### config.mk
export PLATFORM = sky130hd
export DESIGN_NAME = i2c_target_responder
export DESIGN_NICKNAME = d
export VERILOG_FILES = /design/src/rtl/i2c_pkg.sv /design/src/rtl/i2c_bus_sync.sv /design/src/rtl/i2c_target_responder.sv
export SDC_FILE = /design/constraint.sdc
export NUM_CORES = 1
export LEC_CHECK = 0
export BUFFER_PORTS_ARGS = -buffer_cell sky130_fd_sc_hd__buf_4
export CORE_MARGIN = 2
export CORE_UTILIZATION = 41
export DETAILED_ROUTE_END_ITERATION = 10
export SLEW_MARGIN = 20
export SYNTH_ARGS = -nofsm -noshare
export SYNTH_HDL_FRONTEND = slang
export SYNTH_SLANG_ARGS = --single-unit
### constraint.sdc
create_clock -name clk -period 2.9 [get_ports clk]
set_clock_uncertainty 0.1 [all_clocks]
set_input_delay 0.145 -clock clk [delete_from_list [all_inputs] [get_ports clk]]
set_output_delay 0.145 -clock clk [all_outputs]
set_load 0.03 [all_outputs]
### src/rtl/i2c_pkg.sv
// Shared types for the I2C target responder: FSM state encoding,
// ACK/NACK bus levels and the bit counter width.
package i2c_pkg;

    typedef enum logic [2:0] {
        ST_IDLE,
        ST_ADDR,
        ST_ADDR_ACK,
        ST_CMD_RX,
        ST_CMD_ACK,
        ST_TX_BYTE,
        ST_TX_ACKCHK,
        ST_WAIT_STOP
    } i2c_tgt_state_t;

    localparam logic I2C_ACK   = 1'b0;
    localparam logic I2C_NACK  = 1'b1;
    localparam int   BIT_CNT_W = 4;

    function automatic logic [3:0] sat_inc4(input logic [3:0] v);
        return (v == 4'hF) ? v : v + 4'd1;
    endfunction

endpackage

### src/rtl/i2c_bus_sync.sv
// SCL/SDA synchroniser and bus event detector.
// Ports: clk, rst_n, scl_i, sda_i in; sda (synced level), scl_rise,
// scl_fall, start_det, stop_det (1-cycle pulses) out.
module i2c_bus_sync #(
    parameter int SYNC_STAGES = 2
) (
    input  logic clk,
    input  logic rst_n,
    input  logic scl_i,
    input  logic sda_i,
    output logic sda,
    output logic scl_rise,
    output logic scl_fall,
    output logic start_det,
    output logic stop_det
);

    logic [SYNC_STAGES-1:0] scl_ff;
    logic [SYNC_STAGES-1:0] sda_ff;
    logic                   scl_q;
    logic                   sda_q;
    logic                   scl_s;

    // Reset to 1: an idle bus reads high, so no false edge at release.
    always_ff @(posedge clk or negedge rst_n) begin
        if (!rst_n) begin
            scl_ff <= '1;
            sda_ff <= '1;
            scl_q  <= 1'b1;
            sda_q  <= 1'b1;
        end else begin
            scl_ff <= {scl_ff[SYNC_STAGES-2:0], scl_i};
            sda_ff <= {sda_ff[SYNC_STAGES-2:0], sda_i};
            scl_q  <= scl_ff[SYNC_STAGES-1];
            sda_q  <= sda_ff[SYNC_STAGES-1];
        end
    end

    assign scl_s     = scl_ff[SYNC_STAGES-1];
    assign sda       = sda_ff[SYNC_STAGES-1];
    assign scl_rise  = scl_s & ~scl_q;
    assign scl_fall  = ~scl_s & scl_q;
    assign start_det = scl_s & scl_q & sda_q & ~sda;
    assign stop_det  = scl_s & scl_q & ~sda_q & sda;

endmodule

### src/rtl/i2c_target_responder.sv
// I2C target: address match + ACK, command byte receive, N-byte read.
// Ports: clk, rst_n, scl_i, sda_i, resp_data, resp_ready, nack_inject in;
// sda_oe, cmd_byte, cmd_valid, rd_done, bytes_sent, busy out.
module i2c_target_responder
    import i2c_pkg::*;
#(
    parameter logic [6:0] ADDR        = 7'h44,
    parameter int         N_RESP      = 6,
    parameter int         SYNC_STAGES = 2
) (
    input  logic                clk,
    input  logic                rst_n,
    input  logic                scl_i,
    input  logic                sda_i,
    output logic                sda_oe,
    input  logic [8*N_RESP-1:0] resp_data,
    input  logic                resp_ready,
    input  logic                nack_inject,
    output logic [7:0]          cmd_byte,
    output logic                cmd_valid,
    output logic                rd_done,
    output logic [3:0]          bytes_sent,
    output logic                busy
);

    localparam int RW = 8 * N_RESP;

    logic sda_s;
    logic scl_rise;
    logic scl_fall;
    logic start_det;
    logic stop_det;

    i2c_bus_sync #(
        .SYNC_STAGES(SYNC_STAGES)
    ) u_sync (
        .clk      (clk),
        .rst_n    (rst_n),
        .scl_i    (scl_i),
        .sda_i    (sda_i),
        .sda      (sda_s),
        .scl_rise (scl_rise),
        .scl_fall (scl_fall),
        .start_det(start_det),
        .stop_det (stop_det)
    );

    i2c_tgt_state_t       state, state_n;
    logic [6:0]           shift, shift_n;
    logic [BIT_CNT_W-1:0] bit_cnt, bit_cnt_n;
    logic                 ack_seen, ack_seen_n;
    logic                 rw, rw_n;
    logic [7:0]           tx_sr, tx_sr_n;
    logic [RW-1:0]        resp_buf, resp_buf_n;
    logic [3:0]           byte_idx, byte_idx_n;
    logic                 tx_fill, tx_fill_n;
    logic                 sda_oe_n;
    logic [7:0]           cmd_byte_n;
    logic                 cmd_valid_n;
    logic                 rd_done_n;
    logic [3:0]           bytes_sent_n;
    logic                 busy_n;
    logic                 fall_d;
    logic [7:0]           rx_byte;
    logic [RW-1:0]        resp_sh;
    logic                 addr_ok;

    assign rx_byte = {shift, sda_s};
    assign resp_sh = resp_buf << 8;
    assign addr_ok = (rx_byte[7:1] == ADDR) && !nack_inject
                   && (!rx_byte[0] || resp_ready);

    // SDA output only moves on the cycle after a detected SCL fall,
    // giving hold time behind the falling edge.
    always_ff @(posedge clk or negedge rst_n) begin
        if (!rst_n) begin
            state      <= ST_IDLE;
            shift      <= '0;
            bit_cnt    <= '0;
            ack_seen   <= 1'b0;
            rw         <= 1'b0;
            tx_sr      <= '0;
            resp_buf   <= '0;
            byte_idx   <= '0;
            tx_fill    <= 1'b0;
            sda_oe     <= 1'b0;
            cmd_byte   <= 8'h00;
            cmd_valid  <= 1'b0;
            rd_done    <= 1'b0;
            bytes_sent <= '0;
            busy       <= 1'b0;
            fall_d     <= 1'b0;
        end else begin
            state      <= state_n;
            shift      <= shift_n;
            bit_cnt    <= bit_cnt_n;
            ack_seen   <= ack_seen_n;
            rw         <= rw_n;
            tx_sr      <= tx_sr_n;
            resp_buf   <= resp_buf_n;
            byte_idx   <= byte_idx_n;
            tx_fill    <= tx_fill_n;
            sda_oe     <= sda_oe_n;
            cmd_byte   <= cmd_byte_n;
            cmd_valid  <= cmd_valid_n;
            rd_done    <= rd_done_n;
            bytes_sent <= bytes_sent_n;
            busy       <= busy_n;
            fall_d     <= scl_fall;
        end
    end

    always_comb begin
        state_n      = state;
        shift_n      = shift;
        bit_cnt_n    = bit_cnt;
        ack_seen_n   = ack_seen;
        rw_n         = rw;
        tx_sr_n      = tx_sr;
        resp_buf_n   = resp_buf;
        byte_idx_n   = byte_idx;
        tx_fill_n    = tx_fill;
        sda_oe_n     = sda_oe;
        cmd_byte_n   = cmd_byte;
        cmd_valid_n  = 1'b0;
        rd_done_n    = 1'b0;
        bytes_sent_n = bytes_sent;
        busy_n       = busy;

        unique case (state)
            ST_IDLE: begin
                sda_oe_n = 1'b0;
            end
            ST_ADDR: begin
                if (scl_rise) begin
                    shift_n   = rx_byte[6:0];
                    bit_cnt_n = bit_cnt + 4'd1;
                    if (bit_cnt == 4'd7) begin
                        if (addr_ok) begin
                            state_n    = ST_ADDR_ACK;
                            rw_n       = rx_byte[0];
                            busy_n     = 1'b1;
                            ack_seen_n = 1'b0;
                            if (rx_byte[0]) begin
                                resp_buf_n   = resp_data;
                                tx_sr_n      = resp_data[RW-1 -: 8];
                                byte_idx_n   = '0;
                                tx_fill_n    = 1'b0;
                                bytes_sent_n = '0;
                            end
                        end else begin
                            state_n = ST_WAIT_STOP;
                        end
                    end
                end
            end
            // Shared 9th-clock ACK: drive after the 8th fall,
            // hand over after the 9th fall.
            ST_ADDR_ACK, ST_CMD_ACK: begin
                if (scl_rise) begin
                    ack_seen_n = 1'b1;
                end
                if (fall_d) begin
                    if (!ack_seen) begin
                        sda_oe_n = ~I2C_ACK;
                    end else begin
                        bit_cnt_n = '0;
                        if (state == ST_CMD_ACK || !rw) begin
                            state_n  = ST_CMD_RX;
                            sda_oe_n = 1'b0;
                        end else begin
                            state_n  = ST_TX_BYTE;
                            sda_oe_n = ~tx_sr[7];
                        end
                    end
                end
            end
            ST_CMD_RX: begin
                if (scl_rise) begin
                    shift_n   = rx_byte[6:0];
                    bit_cnt_n = bit_cnt + 4'd1;
                    if (bit_cnt == 4'd7) begin
                        cmd_byte_n  = rx_byte;
                        cmd_valid_n = 1'b1;
                        state_n     = ST_CMD_ACK;
                        ack_seen_n  = 1'b0;
                    end
                end
            end
            ST_TX_BYTE: begin
                if (scl_rise) begin
                    tx_sr_n   = {tx_sr[6:0], 1'b1};
                    bit_cnt_n = bit_cnt + 4'd1;
                end
                if (fall_d) begin
                    if (bit_cnt == 4'd8) begin
                        state_n    = ST_TX_ACKCHK;
                        sda_oe_n   = 1'b0;
                        ack_seen_n = 1'b0;
                    end else begin
                        sda_oe_n = ~tx_sr[7];
                    end
                end
            end
            ST_TX_ACKCHK: begin
                if (scl_rise) begin
                    bytes_sent_n = sat_inc4(bytes_sent);
                    ack_seen_n   = 1'b1;
                    if (sda_s == I2C_NACK) begin
                        rd_done_n = 1'b1;
                        state_n   = ST_WAIT_STOP;
                    end else if (tx_fill ||
                                 byte_idx == 4'(N_RESP - 1)) begin
                        // Past the last byte: idle-high filler.
                        tx_fill_n = 1'b1;
                        tx_sr_n   = 8'hFF;
                    end else begin
                        byte_idx_n = byte_idx + 4'd1;
                        resp_buf_n = resp_sh;
                        tx_sr_n    = resp_sh[RW-1 -: 8];
                    end
                end
                if (fall_d && ack_seen) begin
                    state_n   = ST_TX_BYTE;
                    bit_cnt_n = '0;
                    sda_oe_n  = ~tx_sr[7];
                end
            end
            ST_WAIT_STOP: begin
                sda_oe_n = 1'b0;
            end
            default: begin
                state_n  = ST_IDLE;
                sda_oe_n = 1'b0;
            end
        endcase

        // Bus conditions override the per-state step; a command
        // pulse computed above still goes out.
        if (stop_det) begin
            state_n   = ST_IDLE;
            sda_oe_n  = 1'b0;
            busy_n    = 1'b0;
            rd_done_n = (state == ST_TX_BYTE) ||
                        (state == ST_TX_ACKCHK);
        end else if (start_det) begin
            state_n    = ST_ADDR;
            sda_oe_n   = 1'b0;
            bit_cnt_n  = '0;
            ack_seen_n = 1'b0;
            tx_fill_n  = 1'b0;
        end
    end

endmodule
==> qor.json, run 1 <==
{
  "run_status": {
    "outcome": "completed"
  },
  "route": {
    "met3_length_um": 460,
    "detail_route.wirelength_um": 10900,
    "drt_pre_antenna_iters": 5,
    "drc": 0,
    "ant_nets": 0,
    "first_iter_violations": 219,
    "vias": 3632,
    "met2WireLength_um": 4910,
    "avgRoutedWirePerCell_um": 16.9,
    "drt-met1-wl_um": 5310,
    "vias_per_cell": 5.63,
    "maxUsedRoutingLayer": "met4"
  },
  "logic_synthesis": {
    "post_synth_main_area_contributors": "sky130_fd_sc_hd__dfrtp_1 44%, sky130_fd_sc_hd__mux2_2 14%, sky130_fd_sc_hd__mux2_4 9.3%",
    "yosys_register_bits": 92,
    "syn_area_per_cell_um2": 11.6,
    "synth_cells": 417,
    "yosys_warnings": 0,
    "postSynthNetCount": 476,
    "synth.distinct_cells": 60,
    "syn-cell-area_um2": 4860,
    "synth.yosys.seq_area_share_pct": 47.6,
    "synth-edff-count": 0,
    "synth.top_cells.by_count": "86 x sky130_fd_sc_hd__dfrtp_1, 59 x sky130_fd_sc_hd__mux2_2, 30 x sky130_fd_sc_hd__mux2_4",
    "post-synth-top-count-cell": "sky130_fd_sc_hd__dfrtp_1",
    "synth.top_cell.area_share_pct": 44.3,
    "synthFlopType": "sky130_fd_sc_hd__dfrtp_1",
    "biggest_area_consumer_among_synthesized_cells": "sky130_fd_sc_hd__dfrtp_1",
    "asyncSetResetFlopFracSynth_pct": 100
  },
  "timing": {
    "final_count_of_hold_timing_violations": 0,
    "setup_viol": 0,
    "setup-tns-final_ns": 0,
    "timing_worst_slew_pin_value_ns": 0.747,
    "fmaxAchievable_ghz": 0.391,
    "layout_worst_path_cycle_share_pct": 88.3,
    "timing.final.max_slew_violations": 0,
    "worst_slew_margin_rel_pct": 49.7,
    "rsz0062_at_grt": "no",
    "min_period_ns": 2.56
  },
  "clock_tree": {
    "post_cts_resize_count": 0,
    "worstSkewPairLatency_ns": 0.34,
    "clk_root_buffer_cell": "sky130_fd_sc_hd__clkbuf_16",
    "max-clock-path-buffers": 2,
    "cts_num_sinks": 92,
    "cts_htree_levels": 3,
    "clk_pin_slew_ns": 0.07,
    "post_cts_hold_buffer_count": 11,
    "cts.repair_timing.setup_buffer_count": 0,
    "numCtsBuffers": 9,
    "cts_tree": "built"
  },
  "setup_path": {
    "regToRegSetupSlack_ns": 0.34,
    "worstReg2RegEnd": "resp_buf[17]",
    "r2r-start": "u_sync.scl_ff[1]",
    "worstPathArrival_ns": 2.69,
    "worst-setup-path-type": "register to register",
    "cp_data_required_time_ns": 3.03,
    "start_kind": "register",
    "worst_setup_path_end_kind": "register",
    "crit_path_max_fanout": 44,
    "worst_r2r_path_depth": 6,
    "setup.worst_path.start": "u_sync.scl_ff[1]"
  },
  "pwr": {
    "power_leakage_uw": 0.00282,
    "worst_ir_drop_vdd_mv": 0.382,
    "design_power_total_uw": 5330,
    "power.density_nw_per_um2": 890
  },
  "global_route": {
    "track_usage_pct": 18.1,
    "gr-total-overflow": 0,
    "wire_length_of_the_first_global_routing_pass_um": 18500,
    "first_global_vias": 3604,
    "grt_max_degree": 48,
    "initial_antenna_violation_count": 0
  },
  "place": {
    "place.gp.congestion": 0.826,
    "detailed_place_hpwl_um": 7450,
    "io_buffer_count": 69
  },
  "floorplanning": {
    "num_rows": 39,
    "die_width_um": 113,
    "initial_utilization_pct": 42.3,
    "num_io_pins": 70,
    "total_core_area_um2": 11500,
    "design.die.area_um2": 12700,
    "floorplan.die.height_um": 113
  },
  "flow_run": {
    "maxCapViolations": 0
  },
  "final_layout": {
    "insertedDiodeCount": 0,
    "synthToLayoutAreaGrowth_pct": 23.4,
    "drive_gt1_share_pct": 40.8,
    "finish.utilization_pct": 52.3,
    "num-nets-final": 556,
    "nFillCells": 1019
  },
  "min_path": {
    "worst_hold_path.endpoint": "resp_buf[27]",
    "hold_class": "input port to register",
    "hold_crit_depth": 3,
    "hold_path_startpoint": "resp_data[27]"
  }
}
[per-stage QoR]
step / cells / setup WS [ns] / instance area, um2 / hold slack [ns]
2_1_floorplan: 417 / 0.525 / 4860 / -0.251
3_3_place_gp: 618 / 0.406 / 5560 / 0.100
3_5_place_dp: 618 / 0.363 / 5560 / 0.105
4_1_cts: 645 / 0.350 / 5990 / 0.0475
5_1_grt: 645 / 0.237 / 5990 / 0.0586
6_report: 645 / 0.341 / 5990 / 0.0598
[how the worst max path moves through the flow]
stage	endpoint	slack, ns	depth (start not counted)
floorplan	byte_idx[0]	0.52	8
global placement	resp_buf[21]	0.41	6
detailed placement	resp_buf[21]	0.36	6
CTS	resp_buf[21]	0.35	6
global route	resp_buf[17]	0.24	6
finish	resp_buf[17]	0.34	6
[power breakdown]
| group | internal (uW) | leakage, uW | total (uW) | switching (uW) |
|---|---|---|---|---|
| clock | 763 | 0.000162 | 1280 | 515 |
| combinational | 1070 | 0.00152 | 1940 | 869 |
| sequential | 1740 | 0.00114 | 2120 | 374 |
| total | 3580 | 0.00282 | 5330 | 1760 |
[flip-flops by register name, summed over array words and instances (netlist names), 2 cells and up]
| register | flops |
|---|---|
| bit_cnt | 4 |
| cmd_byte | 8 |
| u_sync.sda_ff | 2 |
| u_sync.scl_ff | 2 |
| byte_idx | 4 |
| resp_buf | 40 |
| bytes_sent | 4 |
| shift | 7 |
| tx_sr | 8 |
| state | 3 |
[worst max-delay path, stage by stage, from the launching register on]
cell and delay (ns):
sky130_fd_sc_hd__dfstp_2 0.59, sky130_fd_sc_hd__and2b_2 0.24, sky130_fd_sc_hd__and4b_1 0.36, sky130_fd_sc_hd__a21boi_2 0.10, sky130_fd_sc_hd__or3_2 0.49, sky130_fd_sc_hd__buf_12 0.23, sky130_fd_sc_hd__mux2_4 0.32
[cells in the final DEF, fill, tap and decap left out, types with 3 or more instances in the layout]
master                           n
sky130_fd_sc_hd__a211oi_1        3
sky130_fd_sc_hd__a21boi_0        3
sky130_fd_sc_hd__a21oi_1        15
sky130_fd_sc_hd__a22o_1          3
sky130_fd_sc_hd__a22oi_1         6
sky130_fd_sc_hd__a31oi_1         4
sky130_fd_sc_hd__buf_4          83
sky130_fd_sc_hd__clkbuf_16       9
sky130_fd_sc_hd__dfrtp_1        86
sky130_fd_sc_hd__dfstp_2         6
sky130_fd_sc_hd__dlygate4sd3_1  11
sky130_fd_sc_hd__ha_1            5
sky130_fd_sc_hd__inv_1          13
sky130_fd_sc_hd__mux2_2         59
sky130_fd_sc_hd__mux2_4         30
sky130_fd_sc_hd__nand2_1        27
sky130_fd_sc_hd__nand2b_1        4
sky130_fd_sc_hd__nand3_1         3
sky130_fd_sc_hd__nand4_1         4
sky130_fd_sc_hd__nor2_1         27
sky130_fd_sc_hd__nor2b_1         5
sky130_fd_sc_hd__nor3_1          5
sky130_fd_sc_hd__o21ai_0        18
sky130_fd_sc_hd__o221ai_1        6
sky130_fd_sc_hd__o22ai_1         3
sky130_fd_sc_hd__o31ai_1        11
sky130_fd_sc_hd__o41ai_1         3
[kinds of logic after synthesis]
| group | after synthesis | synth area share, % |
|---|---|---|
| XOR/XNOR | 1 | 0.180 |
| AND/OR/NAND/NOR | 92 | 9.77 |
| flip-flops | 92 | 47.6 |
| AO/OA/AOI/OAI | 96 | 14.0 |
| adder cells (fa/ha/maj) | 5 | 1.29 |
| buffers and inverters | 40 | 3.86 |
| multiplexers | 91 | 23.4 |
[per-layer routing]
metal  vias to the layer above  GRT usage [%]
met1                      1811           27.2
met5                         -              0
met3                        14           2.73
li1                       1705              -
met2                       102           26.2
met4                         0           7.64
[cell type report]
cell class | count | area (um2) | area share, %
sequential | 92 | 2310 | 38.5
inverter | 13 | 48.8 | 0.814
clock buffer | 9 | 225 | 3.76
timing repair buffer | 96 | 773 | 12.9
tap | 143 | 179 | 2.98
multi-input combinational | 285 | 2360 | 39.4
clock inverter | 7 | 98.8 | 1.65
No activity file was read; power rests on OpenSTA's default activity.
==> run 2, diff against run 1 <==
--- a/config.mk
+++ b/config.mk
@@ -5,6 +5,7 @@
 export SDC_FILE = /design/constraint.sdc
 export NUM_CORES = 1
 export LEC_CHECK = 0
+export ABC_CLOCK_PERIOD_IN_PS = 2900
 export BUFFER_PORTS_ARGS = -buffer_cell sky130_fd_sc_hd__buf_4
 export CORE_MARGIN = 2
 export CORE_UTILIZATION = 41
==> constraint.sdc (replaced) <==
create_clock -name clk -period 2.9 [get_ports clk]
set_clock_uncertainty 0.1 [all_clocks]
set_input_delay 0.29 -clock clk [delete_from_list [all_inputs] [get_ports clk]]
set_output_delay 0.29 -clock clk [all_outputs]
set_load 0.03 [all_outputs]
==> qor.json, run 2 (synthesis results as in run 1) <==
{
  "timing": {
    "final_count_of_hold_timing_violations": {"value": 0, "change": "unchanged"},
    "timing.final.max_slew_violations": {"value": 0, "change": "unchanged"},
    "min_period": {"value": 2.55, "unit": "ns", "change": "was 2.56 ns"},
    "setup_viol": {"value": 0, "change": "unchanged"},
    "worst_slew_margin_rel": {"value": 49.7, "unit": "%", "change": "about the same"},
    "layout_worst_path_cycle_share": {"value": 88.1, "unit": "%", "change": "was 88.3%"},
    "fmaxAchievable": {"value": 0.391, "unit": "GHz", "change": "about the same"},
    "timing_worst_slew_pin_value": {"value": 0.746, "unit": "ns", "change": "was 0.747 ns"},
    "rsz0062_at_grt": {"value": "no", "change": "unchanged"},
    "setup-tns-final": {"value": 0, "unit": "ns", "change": "unchanged"}
  },
  "route": {
    "drt_pre_antenna_iters": {"value": 4, "change": "was 5"},
    "detail_route.wirelength": {"value": 10800, "unit": "um", "change": "was 10900 um"},
    "avgRoutedWirePerCell": {"value": 17.0, "unit": "um", "change": "was 16.9 um"},
    "ant_nets": {"value": 0, "change": "unchanged"},
    "vias_per_cell": {"value": 5.62, "change": "was 5.63"},
    "drc": {"value": 0, "change": "unchanged"},
    "vias": {"value": 3577, "change": "was 3632"},
    "first_iter_violations": {"value": 212, "change": "was 219"}
  },
  "clock_tree": {
    "cts_htree_levels": {"value": 3, "change": "unchanged"},
    "max-clock-path-buffers": {"value": 2, "change": "unchanged"},
    "cts.repair_timing.setup_buffer_count": {"value": 0, "change": "unchanged"},
    "post_cts_resize_count": {"value": 0, "change": "unchanged"},
    "cts_tree": {"value": "built", "change": "unchanged"},
    "clk_pin_slew": {"value": 0.07, "unit": "ns", "change": "about the same"},
    "numCtsBuffers": {"value": 9, "change": "unchanged"},
    "clk_root_buffer_cell": {"value": "sky130_fd_sc_hd__clkbuf_16", "change": "unchanged"},
    "cts_num_sinks": {"value": 92, "change": "unchanged"},
    "worstSkewPairLatency": {"value": 0.34, "unit": "ns", "change": "about the same"},
    "post_cts_hold_buffer_count": {"value": 3, "change": "was 11"}
  },
  "setup_path": {
    "slowest_stage_delay_on_critical_path": {"value": 0.59, "unit": "ns", "change": "about the same"},
    "critPathTopFamily": {"value": "simple AND/OR/NAND/NOR gates", "change": "unchanged"},
    "crit_chain": {"value": "and2b_2 > and4b_1 > a21boi_2 > or3_2 > buf_12 > mux2_4", "change": "unchanged"},
    "crit_path_max_fanout": {"value": 44, "change": "unchanged"},
    "worst_r2r_path_depth": {"value": 6, "change": "unchanged"},
    "critPathBufInv": {"value": 1, "change": "unchanged"},
    "timing.critical_path.slowest_stage_cell": {"value": "sky130_fd_sc_hd__dfstp_2", "change": "unchanged"},
    "worstPathArrival": {"value": 2.68, "unit": "ns", "change": "was 2.69 ns"},
    "worst-setup-path-type": {"value": "register to register", "change": "unchanged"},
    "regToRegSetupSlack": {"value": 0.35, "unit": "ns", "change": "was 0.34 ns"},
    "worst_setup_path_end_kind": {"value": "register", "change": "unchanged"},
    "crit_cells": {"value": 6, "change": "unchanged"},
    "cp_data_required_time": {"value": 3.03, "unit": "ns", "change": "about the same"},
    "start_kind": {"value": "register", "change": "unchanged"}
  },
  "run_status": {
    "outcome": {"value": "completed", "change": "unchanged"}
  },
  "global_route": {
    "track_usage": {"value": 18.1, "unit": "%", "change": "about the same"},
    "first_global_vias": {"value": 3575, "change": "was 3604"},
    "gr-total-overflow": {"value": 0, "change": "unchanged"},
    "initial_antenna_violation_count": {"value": 0, "change": "unchanged"},
    "grt_max_degree": {"value": 48, "change": "unchanged"},
    "wire_length_of_the_first_global_routing_pass": {"value": 18400, "unit": "um", "change": "was 18500 um"}
  },
  "final_layout": {
    "synthToLayoutAreaGrowth": {"value": 21.8, "unit": "%", "change": "was 23.4%"},
    "regMostFlops": {"value": "resp_buf", "change": "unchanged"},
    "final_cell_mix": {"value": "86 x sky130_fd_sc_hd__dfrtp_1, 83 x sky130_fd_sc_hd__buf_4, 59 x sky130_fd_sc_hd__mux2_2, 30 x sky130_fd_sc_hd__mux2_4", "change": "unchanged"},
    "largest_registers": {"value": "resp_buf: 40 flops, cmd_byte: 8 flops, tx_sr: 8 flops", "change": "unchanged"},
    "finish.utilization": {"value": 51.6, "unit": "%", "change": "was 52.3%"},
    "insertedDiodeCount": {"value": 0, "change": "unchanged"},
    "drive_gt1_share": {"value": 41.5, "unit": "%", "change": "was 40.8%"},
    "num-nets-final": {"value": 548, "change": "was 556"},
    "mostFrequentLayoutCell": {"value": "sky130_fd_sc_hd__dfrtp_1", "change": "unchanged"},
    "largest_reg_flops": {"value": 40, "change": "unchanged"}
  },
  "floorplanning": {
    "design.die.area": {"value": 12700, "unit": "um2", "change": "unchanged"},
    "floorplan.die.height": {"value": 113, "unit": "um", "change": "unchanged"},
    "die_width": {"value": 113, "unit": "um", "change": "unchanged"},
    "num_rows": {"value": 39, "change": "unchanged"},
    "num_io_pins": {"value": 70, "change": "unchanged"},
    "total_core_area": {"value": 11500, "unit": "um2", "change": "unchanged"},
    "initial_utilization": {"value": 42.3, "unit": "%", "change": "unchanged"}
  },
  "min_path": {
    "hold_crit_depth": {"value": 3, "change": "unchanged"},
    "hold_class": {"value": "input port to register", "change": "unchanged"}
  },
  "place": {
    "detailed_place_hpwl": {"value": 7450, "unit": "um", "change": "unchanged"},
    "place.gp.congestion": {"value": 0.826, "change": "unchanged"},
    "io_buffer_count": {"value": 69, "change": "unchanged"}
  },
  "pwr": {
    "worst_ir_drop_vdd": {"value": 0.382, "unit": "mV", "change": "about the same"},
    "power.density": {"value": 900, "unit": "nW/um2", "change": "was 890 nW/um2"},
    "power_leakage": {"value": 0.00279, "unit": "uW", "change": "was 0.00282 uW"}
  },
  "flow_run": {
    "maxCapViolations": {"value": 0, "change": "unchanged"}
  }
}
[run 2: cell types whose count changed in the layout (fill, tap and decap cells not counted)]
cell and change:
sky130_fd_sc_hd__dlygate4sd3_1 -8
[run 2: where the power goes]
part | internal (uW) | total, uW | leakage, uW | switching, uW
combinational | 1070 | 1930 | 0.00148 | 865
sequential | 1740 | 2110 | 0.00114 | 374
clock | 763 | 1280 | 0.000162 | 514
total | 3570 | 5320 | 0.00279 | 1750
[run 2: worst register-to-register path, cell delays in order (launching register included)]
cell                       delay (ns)
sky130_fd_sc_hd__dfstp_2         0.59
sky130_fd_sc_hd__and2b_2         0.24
sky130_fd_sc_hd__and4b_1         0.35
sky130_fd_sc_hd__a21boi_2        0.10
sky130_fd_sc_hd__or3_2           0.49
sky130_fd_sc_hd__buf_12          0.23
sky130_fd_sc_hd__mux2_4          0.34
[run 2: final timing paths]
check	from	endpoint
max	u_sync.scl_ff[1]	resp_buf[17]
min	resp_data[5]	resp_buf[5]
max reg2reg	u_sync.scl_ff[1]	resp_buf[17]
min reg2reg	u_sync.sda_ff[0]	u_sync.sda_ff[1]
max in group asynchronous	rst_n	u_sync.scl_ff[0]
min in group asynchronous	rst_n	resp_buf[11]
[run 2: metal layers]
metal,share of wire [%],track usage [%],vias up
met5,0,0,-
met4,2.0,7.64,0
met3,5.0,2.79,17
met2,44,25.9,104
met1,49,27.2,1768
li1,-,-,1688
[run 2: cell type report]
| cell class | instances | area, um2 |
|---|---|---|
| Clock inverter | 7 | 98.8 |
| Inverter | 13 | 48.8 |
| Sequential cell | 92 | 2310 |
| Clock buffer | 9 | 225 |
| Fill cell | 1024 | 5550 |
| Timing Repair Buffer | 88 | 693 |
| Multi-Input combinational cell | 285 | 2360 |
| Tap cell | 143 | 179 |
[run 2: through the flow]
stage	instances	hold slack (ns)	area (um2)	power (uW)	setup WS [ns]
floorplan	417	-0.106	4860	3530	0.525
global placement	618	0.245	5560	4000	0.406
detailed placement	618	0.247	5560	4060	0.363
CTS	637	0.0857	5910	5350	0.350
global route	637	0.108	5910	5680	0.237
finish	637	0.0930	5910	5320	0.345
==> run 3, diff against run 2 <==
--- a/config.mk
+++ b/config.mk
@@ -10,6 +10,7 @@
 export CORE_MARGIN = 2
 export CORE_UTILIZATION = 41
 export DETAILED_ROUTE_END_ITERATION = 10
+export PLACE_DENSITY = 0.58
 export SLEW_MARGIN = 20
 export SYNTH_ARGS = -nofsm -noshare
 export SYNTH_HDL_FRONTEND = slang
==> constraint.sdc (replaced) <==
create_clock -name clk -period 2.9 [get_ports clk]
set_clock_uncertainty 0.1 [all_clocks]
set_input_delay 0.435 -clock clk [delete_from_list [all_inputs] [get_ports clk]]
set_output_delay 0.435 -clock clk [all_outputs]
set_load 0.03 [all_outputs]
==> qor.json, run 3 (synthesis results as in run 1) <==
{
  "setup_path": {
    "crit_path_max_fanout": {"value": 44, "change": "unchanged"},
    "critPathTopFamily": {"value": "simple AND/OR/NAND/NOR gates", "change": "unchanged"},
    "r2r-start": {"value": "u_sync.scl_ff[1]", "change": "unchanged"},
    "slowest_stage_delay_on_critical_path": {"value": 0.59, "unit": "ns", "change": "about the same"},
    "worst_setup_path_end_kind": {"value": "register", "change": "unchanged"},
    "worstReg2RegEnd": {"value": "resp_buf[37]", "change": "was resp_buf[17]"},
    "cp_data_required_time": {"value": 3.03, "unit": "ns", "change": "about the same"},
    "worstPathArrival": {"value": 2.70, "unit": "ns", "change": "was 2.68 ns"},
    "setup.worst_path.start": {"value": "u_sync.scl_ff[1]", "change": "unchanged"},
    "timing.critical_path.slowest_stage_cell": {"value": "sky130_fd_sc_hd__dfstp_2", "change": "unchanged"},
    "worst-setup-path-type": {"value": "register to register", "change": "unchanged"},
    "worst_r2r_path_depth": {"value": 6, "change": "unchanged"},
    "start_kind": {"value": "register", "change": "unchanged"},
    "critPathBufInv": {"value": 1, "change": "unchanged"},
    "regToRegSetupSlack": {"value": 0.33, "unit": "ns", "change": "was 0.35 ns"},
    "crit_chain": {"value": "and2b_2 > and4b_1 > a21boi_2 > or3_2 > buf_12 > mux2_4", "change": "unchanged"}
  },
  "route": {
    "drt_pre_antenna_iters": {"value": 6, "change": "was 4"},
    "vias": {"value": 3453, "change": "was 3577"},
    "avgRoutedWirePerCell": {"value": 16.7, "unit": "um", "change": "was 17.0 um"},
    "first_iter_violations": {"value": 188, "change": "was 212"},
    "detail_route.wirelength": {"value": 10600, "unit": "um", "change": "was 10800 um"},
    "vias_per_cell": {"value": 5.45, "change": "was 5.62"},
    "drc": {"value": 0, "change": "unchanged"},
    "ant_nets": {"value": 0, "change": "unchanged"}
  },
  "floorplanning": {
    "initial_utilization": {"value": 42.3, "unit": "%", "change": "unchanged"},
    "num_io_pins": {"value": 70, "change": "unchanged"},
    "num_rows": {"value": 39, "change": "unchanged"},
    "die_width": {"value": 113, "unit": "um", "change": "unchanged"},
    "total_core_area": {"value": 11500, "unit": "um2", "change": "unchanged"},
    "design.die.area": {"value": 12700, "unit": "um2", "change": "unchanged"},
    "floorplan.die.height": {"value": 113, "unit": "um", "change": "unchanged"}
  },
  "final_layout": {
    "final_area": {"value": 5860, "unit": "um2", "change": "was 5910 um2"},
    "finish.utilization": {"value": 51.1, "unit": "%", "change": "was 51.6%"},
    "insertedDiodeCount": {"value": 0, "change": "unchanged"},
    "largest_reg_flops": {"value": 40, "change": "unchanged"},
    "number_of_standard_cells_in_the_final_layout_excluding_fillers": {"value": 633, "change": "was 637"},
    "nFillCells": {"value": 1007, "change": "was 1024"},
    "num-nets-final": {"value": 544, "change": "was 548"},
    "drive_gt1_share": {"value": 41.4, "unit": "%", "change": "was 41.5%"},
    "largest_registers": {"value": "resp_buf: 40 flops, cmd_byte: 8 flops, tx_sr: 8 flops", "change": "unchanged"},
    "synthToLayoutAreaGrowth": {"value": 20.8, "unit": "%", "change": "was 21.8%"},
    "mostFrequentLayoutCell": {"value": "sky130_fd_sc_hd__dfrtp_1", "change": "unchanged"},
    "regMostFlops": {"value": "resp_buf", "change": "unchanged"},
    "final_cell_mix": {"value": "86 x sky130_fd_sc_hd__dfrtp_1, 82 x sky130_fd_sc_hd__buf_4, 59 x sky130_fd_sc_hd__mux2_2, 30 x sky130_fd_sc_hd__mux2_4", "change": "was 86 x sky130_fd_sc_hd__dfrtp_1, 83 x sky130_fd_sc_hd__buf_4, 59 x sky130_fd_sc_hd__mux2_2, 30 x sky130_fd_sc_hd__mux2_4"}
  },
  "timing": {
    "timing.final.max_slew_violations": {"value": 0, "change": "unchanged"},
    "layout_worst_path_cycle_share": {"value": 88.8, "unit": "%", "change": "was 88.1%"},
    "min_period": {"value": 2.57, "unit": "ns", "change": "was 2.55 ns"},
    "final_count_of_hold_timing_violations": {"value": 0, "change": "unchanged"},
    "rsz0062_at_grt": {"value": "no", "change": "unchanged"},
    "timing_worst_slew_pin_value": {"value": 0.671, "unit": "ns", "change": "was 0.746 ns"},
    "setup-tns-final": {"value": 0, "unit": "ns", "change": "unchanged"},
    "setup_viol": {"value": 0, "change": "unchanged"},
    "fmaxAchievable": {"value": 0.388, "unit": "GHz", "change": "was 0.391 GHz"},
    "worst_slew_margin_rel": {"value": 55.3, "unit": "%", "change": "was 49.7%"}
  },
  "pwr": {
    "switching_share": {"value": 32.9, "unit": "%", "change": "about the same"},
    "share_comb_of_total_power": {"value": 36.7, "unit": "%", "change": "was 36.3%"},
    "power.density": {"value": 895, "unit": "nW/um2", "change": "was 900 nW/um2"},
    "design_power_total": {"value": 5250, "unit": "uW", "change": "was 5320 uW"},
    "power_frac_seq": {"value": 40.2, "unit": "%", "change": "was 39.7%"},
    "clkPwrFrac": {"value": 23.1, "unit": "%", "change": "was 24.0%"},
    "power.internal": {"value": 3530, "unit": "uW", "change": "was 3570 uW"},
    "netSwitchingPower": {"value": 1730, "unit": "uW", "change": "was 1750 uW"},
    "power_leakage": {"value": 0.00276, "unit": "uW", "change": "was 0.00279 uW"},
    "worst_ir_drop_vdd": {"value": 0.407, "unit": "mV", "change": "was 0.382 mV"}
  },
  "clock_tree": {
    "cts_num_sinks": {"value": 92, "change": "unchanged"},
    "clk_root_buffer_cell": {"value": "sky130_fd_sc_hd__clkbuf_16", "change": "unchanged"},
    "clk_pin_slew": {"value": 0.07, "unit": "ns", "change": "about the same"},
    "max-clock-path-buffers": {"value": 2, "change": "unchanged"},
    "numCtsBuffers": {"value": 9, "change": "unchanged"},
    "cts.repair_timing.setup_buffer_count": {"value": 0, "change": "unchanged"},
    "post_cts_resize_count": {"value": 0, "change": "unchanged"},
    "cts_tree": {"value": "built", "change": "unchanged"},
    "post_cts_hold_buffer_count": {"value": 0, "change": "was 3"},
    "cts_htree_levels": {"value": 3, "change": "unchanged"},
    "worstSkewPairLatency": {"value": 0.34, "unit": "ns", "change": "about the same"}
  },
  "run_status": {
    "outcome": {"value": "completed", "change": "unchanged"}
  },
  "global_route": {
    "grt_max_degree": {"value": 58, "change": "was 48"},
    "first_global_vias": {"value": 3532, "change": "was 3575"},
    "gr-total-overflow": {"value": 0, "change": "unchanged"},
    "initial_antenna_violation_count": {"value": 0, "change": "unchanged"},
    "wire_length_of_the_first_global_routing_pass": {"value": 17900, "unit": "um", "change": "was 18400 um"},
    "track_usage": {"value": 17.6, "unit": "%", "change": "was 18.1%"}
  },
  "place": {
    "placed_area": {"value": 5550, "unit": "um2", "change": "was 5560 um2"},
    "numPlacedInstances": {"value": 617, "change": "was 618"},
    "detailed_place_hpwl": {"value": 7300, "unit": "um", "change": "was 7450 um"},
    "place.gp.congestion": {"value": 0.849, "change": "was 0.826"},
    "io_buffer_count": {"value": 69, "change": "unchanged"}
  },
  "min_path": {
    "hold_class": {"value": "input port to asynchronous set/reset pin", "change": "was input port to register"}
  },
  "flow_run": {
    "maxCapViolations": {"value": 0, "change": "unchanged"}
  }
}
[run 3: cell types whose count changed in the layout (fill, tap and decap cells not counted), sizes merged]
cell         delta
clkinv          -2
clkbuf          +3
dlygate4sd3     -3
inv             -1
clkinvlp        +1
bufinv          -1
buf             -1
[run 3: metal layers]
layer,GRT usage (%),vias up,share of wire (%)
met3,3.32,7,4.5
li1,-,1681,-
met1,25.9,1682,50
met2,26.3,83,44
met4,5.37,0,1.1
met5,0,-,0
[run 3: area by class of cell]
type / instances / area, um2 / share of cell area (%)
sequential: 92 / 2310 / 39.4
inverter: 13 / 48.8 / 0.832
timing repair buffer: 84 / 656 / 11.2
clock buffer: 12 / 256 / 4.37
clock inverter: 4 / 55.1 / 0.939
tap: 143 / 179 / 3.05
multi-input combinational: 285 / 2360 / 40.2
[run 3: how the worst max path moves through the flow]
stage | end | slack, ns | cells after the start
5_1_grt | resp_buf[14] | 0.23 | 6
2_1_floorplan | byte_idx[0] | 0.52 | 8
4_1_cts | resp_buf[19] | 0.35 | 6
3_5_place_dp | resp_buf[27] | 0.35 | 6
6_report | resp_buf[37] | 0.33 | 6
3_3_place_gp | resp_buf[19] | 0.41 | 6
[run 3: power groups by stage]
stage | combinational, uW | clock, uW | sequential, uW
final | 1930 | 1210 | 2110
after global routing | 2130 | 1300 | 2180
after CTS | 1940 | 1250 | 2110
after detailed placement | 1930 | 0 | 2140
after global placement | 1900 | 0 | 2110
after floorplan | 1510 | 0 | 2020
[run 3: through the flow]
| step | worst slack [ns] | hold WS (ns) |
|---|---|---|
| final | 0.326 | 0.00540 |
| after global routing | 0.226 | 0.0590 |
| after CTS | 0.348 | 0.0314 |
| after detailed placement | 0.352 | 0.248 |
| after global placement | 0.411 | 0.248 |
| after floorplan | 0.525 | 0.0394 |
